==> config.mk <==
export PLATFORM = sky130hd
export DESIGN_NAME = tls_ped_flat
export DESIGN_NICKNAME = d
export VERILOG_FILES = /design/src/rtl/tls_ped_if.sv /design/src/rtl/tls_ped.sv /design/src/flat_wrapper.sv
export SDC_FILE = /design/constraint.sdc
export NUM_CORES = 1
export LEC_CHECK = 0
export BUFFER_PORTS_ARGS = -buffer_cell sky130_fd_sc_hd__buf_2
export CORE_MARGIN = 2
export CORE_UTILIZATION = 50
export CTS_BUF_LIST = sky130_fd_sc_hd__clkbuf_16
export DETAILED_ROUTE_END_ITERATION = 8
export PLACE_DENSITY = 0.71
export SLEW_MARGIN = 15
export SYNTH_ARGS = -nofsm -noshare
export SYNTH_HDL_FRONTEND = slang
export SYNTH_SLANG_ARGS = --single-unit
==> constraint.sdc <==
create_clock -name clk -period 5.5 [get_ports clk]
set_input_delay 0.55 -clock clk [delete_from_list [all_inputs] [get_ports clk]]
set_output_delay 0.55 -clock clk [all_outputs]
set_load 0.05 [all_outputs]
==> src/rtl/tls_ped_if.sv <==
// Signal bundle between the vehicle controller side and the pedestrian stage.
// The master drives lamps, programmed red duration, request and Set; the
// slave (tls_ped) returns the pedestrian lamps, countdown and status.
interface tls_ped_if;
    logic       Set;
    logic       G;
    logic       Y;
    logic       R;
    logic [3:0] Rdur;
    logic       Req;
    logic       Walk;
    logic       DontWalk;
    logic       Flash;
    logic [3:0] Cnt;
    logic       ReqPend;
    logic       Fault;

    modport master (
        output Set, G, Y, R, Rdur, Req,
        input  Walk, DontWalk, Flash, Cnt, ReqPend, Fault
    );

    modport slave (
        input  Set, G, Y, R, Rdur, Req,
        output Walk, DontWalk, Flash, Cnt, ReqPend, Fault
    );
endinterface

==> src/rtl/tls_ped.sv <==
// Pedestrian signal stage: grants WALK during vehicle red when a crossing is
// requested, follows it with a flashing DON'T-WALK clearance, drives a
// countdown and latches a sticky fault on persistent non-one-hot lamps.
module tls_ped #(
    parameter int unsigned FLASH_CYC = 3
) (
    input logic     clk,
    input logic     reset,
    tls_ped_if.slave bus
);

    typedef enum logic [1:0] {
        S_IDLE,
        S_WALK,
        S_CLEAR,
        S_FAULT
    } state_t;

    // Red must be long enough for at least one WALK cycle plus the clearance.
    localparam logic [4:0] WALK_MIN  = 5'(FLASH_CYC + 2);
    localparam logic [3:0] FLASH_LIM = 4'(FLASH_CYC);

    state_t     state, state_n;
    logic [3:0] cnt, cnt_n;
    logic [3:0] cnt_dec;
    logic       blink, blink_n;
    logic       r_prev;
    logic       req_pend, req_pend_n;
    logic       bad_prev, bad_prev_n;
    logic       bad;
    logic       rise;
    logic       grant_ok;

    // Lamp consistency, red edge detect and decrement helpers.
    always_comb begin
        bad      = (3'({2'b00, bus.G} + {2'b00, bus.Y} + {2'b00, bus.R}) != 3'd1);
        rise     = bus.R & ~r_prev;
        cnt_dec  = cnt - 4'd1;
        grant_ok = ({1'b0, bus.Rdur} >= WALK_MIN);
    end

    // Next-state logic: Set, then fault detection, then normal sequencing.
    always_comb begin
        state_n    = state;
        cnt_n      = cnt;
        blink_n    = blink;
        req_pend_n = req_pend;
        bad_prev_n = bad;

        if (bus.Set) begin
            state_n    = S_IDLE;
            cnt_n      = '0;
            blink_n    = 1'b0;
            bad_prev_n = 1'b0;
        end else if (bad_prev && bad) begin
            state_n = S_FAULT;
            cnt_n   = '0;
            blink_n = 1'b0;
            // A request arriving while the fault trips is still remembered,
            // except during WALK where requests are ignored.
            if (state != S_WALK) begin
                req_pend_n = req_pend | bus.Req;
            end
        end else begin
            unique case (state)
                S_IDLE: begin
                    req_pend_n = req_pend | bus.Req;
                    if (rise) begin
                        cnt_n = (bus.Rdur == 4'd0) ? 4'd0 : bus.Rdur - 4'd1;
                        if ((req_pend | bus.Req) && grant_ok) begin
                            state_n    = S_WALK;
                            req_pend_n = 1'b0;
                        end
                    end
                end
                S_WALK: begin
                    if (bus.R) begin
                        cnt_n = cnt_dec;
                        if (cnt_dec <= FLASH_LIM) begin
                            state_n = S_CLEAR;
                            blink_n = 1'b1;
                        end
                    end else begin
                        state_n = S_IDLE;
                        cnt_n   = '0;
                        blink_n = 1'b0;
                    end
                end
                S_CLEAR: begin
                    req_pend_n = req_pend | bus.Req;
                    if (bus.R) begin
                        // Saturate at zero so a stalled red keeps blinking.
                        cnt_n   = (cnt == 4'd0) ? 4'd0 : cnt_dec;
                        blink_n = ~blink;
                    end else begin
                        state_n = S_IDLE;
                        cnt_n   = '0;
                        blink_n = 1'b0;
                    end
                end
                S_FAULT: begin
                    req_pend_n = req_pend | bus.Req;
                end
                default: begin
                    state_n = S_IDLE;
                end
            endcase
        end
    end

    // State registers with asynchronous reset.
    always_ff @(posedge clk or posedge reset) begin
        if (reset) begin
            state    <= S_IDLE;
            cnt      <= '0;
            blink    <= 1'b0;
            r_prev   <= 1'b0;
            req_pend <= 1'b0;
            bad_prev <= 1'b0;
        end else begin
            state    <= state_n;
            cnt      <= cnt_n;
            blink    <= blink_n;
            r_prev   <= bus.R;
            req_pend <= req_pend_n;
            bad_prev <= bad_prev_n;
        end
    end

    logic       walk_o;
    logic       dont_walk_o;
    logic       flash_o;
    logic [3:0] cnt_o;
    logic       fault_o;

    // Output decode from registers only.
    always_comb begin
        walk_o      = (state == S_WALK);
        dont_walk_o = (state == S_IDLE) || (state == S_FAULT) || ((state == S_CLEAR) && blink);
        flash_o     = (state == S_CLEAR) || (state == S_FAULT);
        cnt_o       = ((state == S_WALK) || (state == S_CLEAR)) ? cnt : 4'd0;
        fault_o     = (state == S_FAULT);
    end

    assign bus.Walk     = walk_o;
    assign bus.DontWalk = dont_walk_o;
    assign bus.Flash    = flash_o;
    assign bus.Cnt      = cnt_o;
    assign bus.ReqPend  = req_pend;
    assign bus.Fault    = fault_o;

endmodule

==> src/flat_wrapper.sv <==
// flat-port wrapper written by rule: the top's interface ports become plain ports
module tls_ped_flat 
#(
    parameter int unsigned FLASH_CYC = 3
)
  (clk, reset, bus_Set, bus_G, bus_Y, bus_R, bus_Rdur, bus_Req, bus_Walk, bus_DontWalk, bus_Flash, bus_Cnt, bus_ReqPend, bus_Fault);
  tls_ped_if bus_i ();
  input logic clk;
  input logic reset;
  input wire logic [$bits(bus_i.Set)-1:0] bus_Set;
  input wire logic [$bits(bus_i.G)-1:0] bus_G;
  input wire logic [$bits(bus_i.Y)-1:0] bus_Y;
  input wire logic [$bits(bus_i.R)-1:0] bus_R;
  input wire logic [$bits(bus_i.Rdur)-1:0] bus_Rdur;
  input wire logic [$bits(bus_i.Req)-1:0] bus_Req;
  output wire logic [$bits(bus_i.Walk)-1:0] bus_Walk;
  output wire logic [$bits(bus_i.DontWalk)-1:0] bus_DontWalk;
  output wire logic [$bits(bus_i.Flash)-1:0] bus_Flash;
  output wire logic [$bits(bus_i.Cnt)-1:0] bus_Cnt;
  output wire logic [$bits(bus_i.ReqPend)-1:0] bus_ReqPend;
  output wire logic [$bits(bus_i.Fault)-1:0] bus_Fault;
  assign bus_i.Set = bus_Set;
  assign bus_i.G = bus_G;
  assign bus_i.Y = bus_Y;
  assign bus_i.R = bus_R;
  assign bus_i.Rdur = bus_Rdur;
  assign bus_i.Req = bus_Req;
  assign bus_Walk = bus_i.Walk;
  assign bus_DontWalk = bus_i.DontWalk;
  assign bus_Flash = bus_i.Flash;
  assign bus_Cnt = bus_i.Cnt;
  assign bus_ReqPend = bus_i.ReqPend;
  assign bus_Fault = bus_i.Fault;
  tls_ped #(.FLASH_CYC(FLASH_CYC)) u_core (.clk(clk), .reset(reset), .bus(bus_i));
endmodule
==> flow_summary.json, run 1 <==
{
  "avgRoutedWirePerCell_um": 13.8,
  "root_buffer": "clkbuf_16",
  "clockBufferDepth": 2,
  "synth_fa_ha_area_share_pct": 19.0,
  "rsz0062_at_grt": "false",
  "yosysTopAreaCell": "dfrtp_1",
  "slew_headroom_pct": 61.7,
  "gp_congestion": 0.757,
  "area_delta_synth_final_pct": 21.0,
  "synth_area_leaders": "dfrtp_1 26%, ha_1 17%, inv_1 4.3%",
  "synth_simple_gate_area_share_pct": 24.0,
  "setup_tns_ns": 0,
  "crit_arrival_ns": 2.51,
  "period_minus_slack_ns": 2.39,
  "cts_hold_buf": 0,
  "ys_warn_count": 0,
  "fp.coreArea_um2": 1760,
  "cts_resized": 0,
  "yosys-top-cells-count": "13 x ha_1, 11 x inv_1, 10 x dfrtp_1, 9 x nor2_1",
  "crit_required_ns": 5.62,
  "cpPeakStageDelay_ns": 0.40,
  "grt_use_total_pct": 23.5,
  "outcome": "finished clean",
  "timing.fmax_mhz": 418,
  "synth_edf_count": 0,
  "cts_made_buffers": 3,
  "path_clk_slew_ns": 0.04,
  "grt_max_degree": 12,
  "cts_tree": "done",
  "synth_top_area_share_pct": 26.1,
  "synth.distinct_cells": 37,
  "clock_skew_ns": 0.00315,
  "syn_nets": 134,
  "final_net_count": 157,
  "cts_sinks": 10,
  "antenna_found_initial": 0,
  "syn_inst": 109,
  "multiInputGateArea_um2": 664,
  "path_delay_family": "adder cells",
  "portBuffers": 19,
  "powerDensity_nw_per_um2": 516,
  "setup_viol": 0,
  "grt_pass1_vias": 824,
  "cts_htree_levels": 1,
  "grt_pass1_wl_mm": 3.60,
  "drcViolationCount": 0,
  "ys_ff_latch": 10,
  "syn_avg_cell_area_um2": 8.80,
  "ant_nets": 0,
  "rows": 15,
  "diodes": 0,
  "start_util_pct": 54.4,
  "drive_gt1_share_pct": 25.2,
  "finalCritPeriodShare_pct": 43.5,
  "ff_latch_area_um2": 250,
  "overflow": 0,
  "vias": 838,
  "post-synth-top-count-cell": "ha_1",
  "ys_async_sr_fraction_pct": 100,
  "dieHeight_um": 47.8,
  "die_w_um": 47.8,
  "synthXorXnorAreaFrac_pct": 0,
  "worstPathCellList": "buf_2 -> ha_1 -> ha_1 -> ha_1 -> or3b_4 -> a21oi_4 -> nand2_2 -> o2bb2a_4 -> mux2_4",
  "synth_ff_type": "dfrtp_1",
  "hold_violations": 0,
  "vias_per_cell": 5.37,
  "syn_area_um2": 960,
  "hold_slack_ns": 0.301,
  "cpMaxStageDelayCell": "or3b_4",
  "drtIter0Drc": 19,
  "critical_path_class": "in -> reg",
  "worstMarginPinSlew_ns": 0.575,
  "leakage_nw": 0.566,
  "synth_mux_area_share_pct": 5.22,
  "dr.pass1.iters": 4,
  "ir_worst_vdd_mv": 0.270,
  "nFillCells": 167,
  "slew_violations": 0,
  "cp_common_cell": "ha_1",
  "cp-end-kind": "flop",
  "cts_setup_buffers": 0,
  "worst_skew_pair.late_latency_ns": 0.24,
  "dp.final_hpwl_mm": 1.71,
  "synth_top_family_by_area": "simple AND/OR/NAND/NOR gates",
  "yosysSeqAreaShare_pct": 26.1,
  "die_area_um2": 2290,
  "cp_max_fo": 3,
  "holdCritPathClass": "in -> async",
  "startpoint_type": "primary input",
  "synth_compound_area_share_pct": 21.0,
  "critPathBufInv": 1,
  "ios": 20,
  "finalWirelength_mm": 2.15,
  "cap_violations": 0
}
[per-layer routing]
metal | up-vias | GRT usage, % | part of all wire [%]
li1 | 424 | - | -
met1 | 391 | 27.4 | 45
met2 | 16 | 40.3 | 49
met3 | 7 | 6.04 | 3.3
met4 | 0 | 10.3 | 2.6
met5 | - | 0 | 0
[cell type report]
type | instances | share of cell area [%]
repair buffers | 19 | 8.19
flip-flops and latches | 10 | 21.6
multi-input cells | 87 | 57.2
clock inverters | 1 | 0.323
inverters | 11 | 3.56
clock buffers | 3 | 6.47
well taps | 25 | 2.69
[sequential cells by signal, summed over array words and instances, names as in the netlist]
signal,flops
u_core.bad_prev,1
u_core.blink,1
u_core.bus.ReqPend,1
u_core.cnt,4
u_core.r_prev,1
u_core.state,2
[worst paths after layout]
| kind | startpoint | end | slack, ns | cells after the start |
|---|---|---|---|---|
| setup reg to reg | u_core.state[1]$_DFFE_PP0P_ | u_core.cnt[3]$_DFFE_PP0P_ | 3.45 | 7 |
| hold reg to reg | u_core.bus.ReqPend$_DFFE_PP0P_ | u_core.bus.ReqPend$_DFFE_PP0P_ | 0.60 | 2 |
| min in group clk | bus_R | u_core.r_prev$_DFF_PP0_ | 0.53 | 1 |
| max in group asynchronous | reset | u_core.cnt[3]$_DFFE_PP0P_ | 4.91 | 2 |
| setup / recovery | bus_Y | u_core.state[1]$_DFFE_PP0P_ | 3.11 | 9 |
| hold / removal | reset | u_core.cnt[2]$_DFFE_PP0P_ | 0.30 | 2 |
[cell usage in the layout (no fill, tap or decap), types with 3 or more instances in the layout]
| master | n |
|---|---|
| ha_1 | 13 |
| buf_2 | 19 |
| a21oi_1 | 7 |
| o21ai_0 | 6 |
| a31oi_1 | 3 |
| dfrtp_1 | 10 |
| nor2_1 | 9 |
| clkbuf_16 | 3 |
| inv_1 | 11 |
| nand2_1 | 7 |
| nor3_1 | 3 |
| nand2b_1 | 3 |
| and2_1 | 5 |
[cells by family after synthesis]
family,after synthesis
mux,4
flops,10
fa+ha+maj,14
simple gates,42
compound gates,27
buf+inv,12
[power by group]
part	internal (mW)	switching [mW]
Combinational	0.123	0.228
Clock	0.0954	0.0349
Sequential	0.0935	0.0238
Total	0.312	0.287
[per-stage QoR]
stage | cell area [um^2] | power, mW | setup WS [ns] | utilization, % | std cells
after floorplan | 960 | 0.389 | 3.07 | - | 109
after global placement | 1080 | 0.460 | 2.93 | 61.3 | 152
after detailed placement | 1080 | 0.468 | 2.86 | 61.3 | 152
after CTS | 1160 | 0.600 | 3.10 | 65.8 | 156
after global routing | 1160 | 0.645 | 3.06 | 65.8 | 156
final | 1160 | 0.599 | 3.11 | 65.8 | 156
Note: power is estimated with default switching activity, not from simulation.
==> run 2, diff against run 1 <==
Clock period 5.5 ns to 2.3 ns, I/O delays scaled along.
==> flow_summary.json, run 2 (same netlist as run 1, synthesis figures left out) <==
{
  "p_int_mw": 0.761,
  "antenna_found_initial": 0,
  "fin_ws_ns": 0.257,
  "start_util_pct": 54.4,
  "grt_pass1_vias": 777,
  "area_delta_synth_final_pct": 23.2,
  "grt_use_total_pct": 21.5,
  "ff_latch_area_um2": 250,
  "cts_tree": "done",
  "ir_worst_vdd_mv": 0.701,
  "overflow": 0,
  "slew_headroom_pct": 75.4,
  "crit_required_ns": 2.42,
  "cp_max_fo": 3,
  "layout_commonest_cell": "buf_2",
  "setup_viol": 0,
  "largest_reg_flops": 4,
  "dieHeight_um": 47.8,
  "diodes": 0,
  "pwr-share-comb_pct": 59.2,
  "cp-end-kind": "flop",
  "worst_skew_pair.late_latency_ns": 0.24,
  "cap_violations": 0,
  "grt_max_degree": 12,
  "timing.fmax_mhz": 490,
  "die_area_um2": 2290,
  "cts_sinks": 10,
  "leakage_nw": 0.578,
  "path_clk_slew_ns": 0.04,
  "critical_path_class": "in -> reg",
  "vias_per_cell": 5.31,
  "rsz0062_at_grt": "false",
  "drcViolationCount": 0,
  "portBuffers": 19,
  "finalWirelength_mm": 2.08,
  "switchingPower_mw": 0.675,
  "cts_made_buffers": 3,
  "power.share.clock_pct": 21.2,
  "seqPwrFrac_pct": 19.7,
  "hold_violations": 0,
  "vias": 839,
  "final_net_count": 160,
  "crit_arrival_ns": 2.16,
  "mostFrequentLayoutCells": "19 x buf_2, 13 x ha_1, 11 x inv_1, 10 x dfrtp_1, 9 x nor2_1",
  "period_minus_slack_ns": 2.04,
  "holdCritPathClass": "in -> reg",
  "dr.pass1.iters": 4,
  "multiInputGateArea_um2": 664,
  "cts_htree_levels": 1,
  "dp.final_hpwl_mm": 1.59,
  "clock_skew_ns": 0.000979,
  "slew_violations": 0,
  "regMostFlops": "u_core.cnt",
  "postLayoutCellArea_um2": 1180,
  "gp_congestion": 0.761,
  "die_w_um": 47.8,
  "outcome": "finished clean",
  "ios": 20,
  "reg.largest.list": "u_core.cnt (4), u_core.state (2)",
  "startpoint_type": "primary input",
  "detailed_place.area_um2": 1100,
  "grt_pass1_wl_mm": 3.29,
  "worstMarginPinSlew_ns": 0.369,
  "powerDensity_nw_per_um2": 1210,
  "setup_tns_ns": 0,
  "place_ws_ns": 0.000371,
  "avgRoutedWirePerCell_um": 13.2,
  "p_sw_share_pct": 47.0,
  "drtIter0Drc": 8,
  "nFillCells": 167,
  "clockBufferDepth": 2,
  "cts_setup_buffers": 0,
  "ant_nets": 0,
  "drive_gt1_share_pct": 26.3,
  "rows": 15,
  "fin_util_pct": 67.0,
  "fp.coreArea_um2": 1760,
  "hold_slack_ns": 0.286,
  "root_buffer": "clkbuf_16",
  "finalCritPeriodShare_pct": 88.8
}
[run 2: power groups by stage]
| stage | registers, mW | logic, mW | clock network, mW |
|---|---|---|---|
| finish | 0.283 | 0.850 | 0.304 |
| floorplan | 0.292 | 0.638 | 0 |
| global placement | 0.283 | 0.834 | 0 |
| global route | 0.290 | 0.943 | 0.320 |
| detailed placement | 0.284 | 0.848 | 0 |
| CTS | 0.283 | 0.855 | 0.306 |
[run 2: area by class of cell]
class | count | area share, %
multi-input combinational | 87 | 56.2
timing repair buffer | 22 | 10.2
sequential | 10 | 21.2
clock buffer | 3 | 6.35
inverter | 11 | 3.49
tap | 25 | 2.65
[run 2: worst max-delay path, stage by stage]
cell	delay, ns
buf_2	0.10
ha_1	0.28
ha_1	0.18
ha_1	0.17
or3b_4	0.39
a21oi_4	0.20
nand2_2	0.08
o2bb2a_4	0.23
mux2_4	0.29
[run 2: layer usage]
layer  up-vias  global-route usage [%]  share of wire [%]
met5         -                       0                  0
li1        429                       -                  -
met4         0                    11.4                2.3
met1       387                    23.9                 44
met3         6                    7.92                4.1
met2        17                    35.7                 49
[run 2: per-stage QoR]
stage / power [mW] / cells
after floorplan: 0.931 / 109
after global placement: 1.12 / 154
after detailed placement: 1.13 / 154
after CTS: 1.44 / 158
after global routing: 1.55 / 158
final: 1.44 / 158
[run 2: final timing paths]
path                                                 from                             end  slack (ns)  depth (start not counted)
max in group asynchronous                           reset       u_core.bad_prev$_DFF_PP0_        1.50                          3
max reg2reg                   u_core.state[0]$_DFFE_PP0P_     u_core.state[0]$_DFFE_PP0P_        0.27                          7
min                                                 bus_R         u_core.r_prev$_DFF_PP0_        0.29                          2
min reg2reg                u_core.bus.ReqPend$_DFFE_PP0P_  u_core.bus.ReqPend$_DFFE_PP0P_        0.57                          2
max                                                 bus_Y     u_core.state[0]$_DFFE_PP0P_        0.26                          9
min in group asynchronous                           reset         u_core.r_prev$_DFF_PP0_        0.53                          3
[run 2: timing repair]
item                      4_1_cts  5_1_grt
hold buffers                    1        0
hold endpoints to repair       10        0
resized for setup               0        0
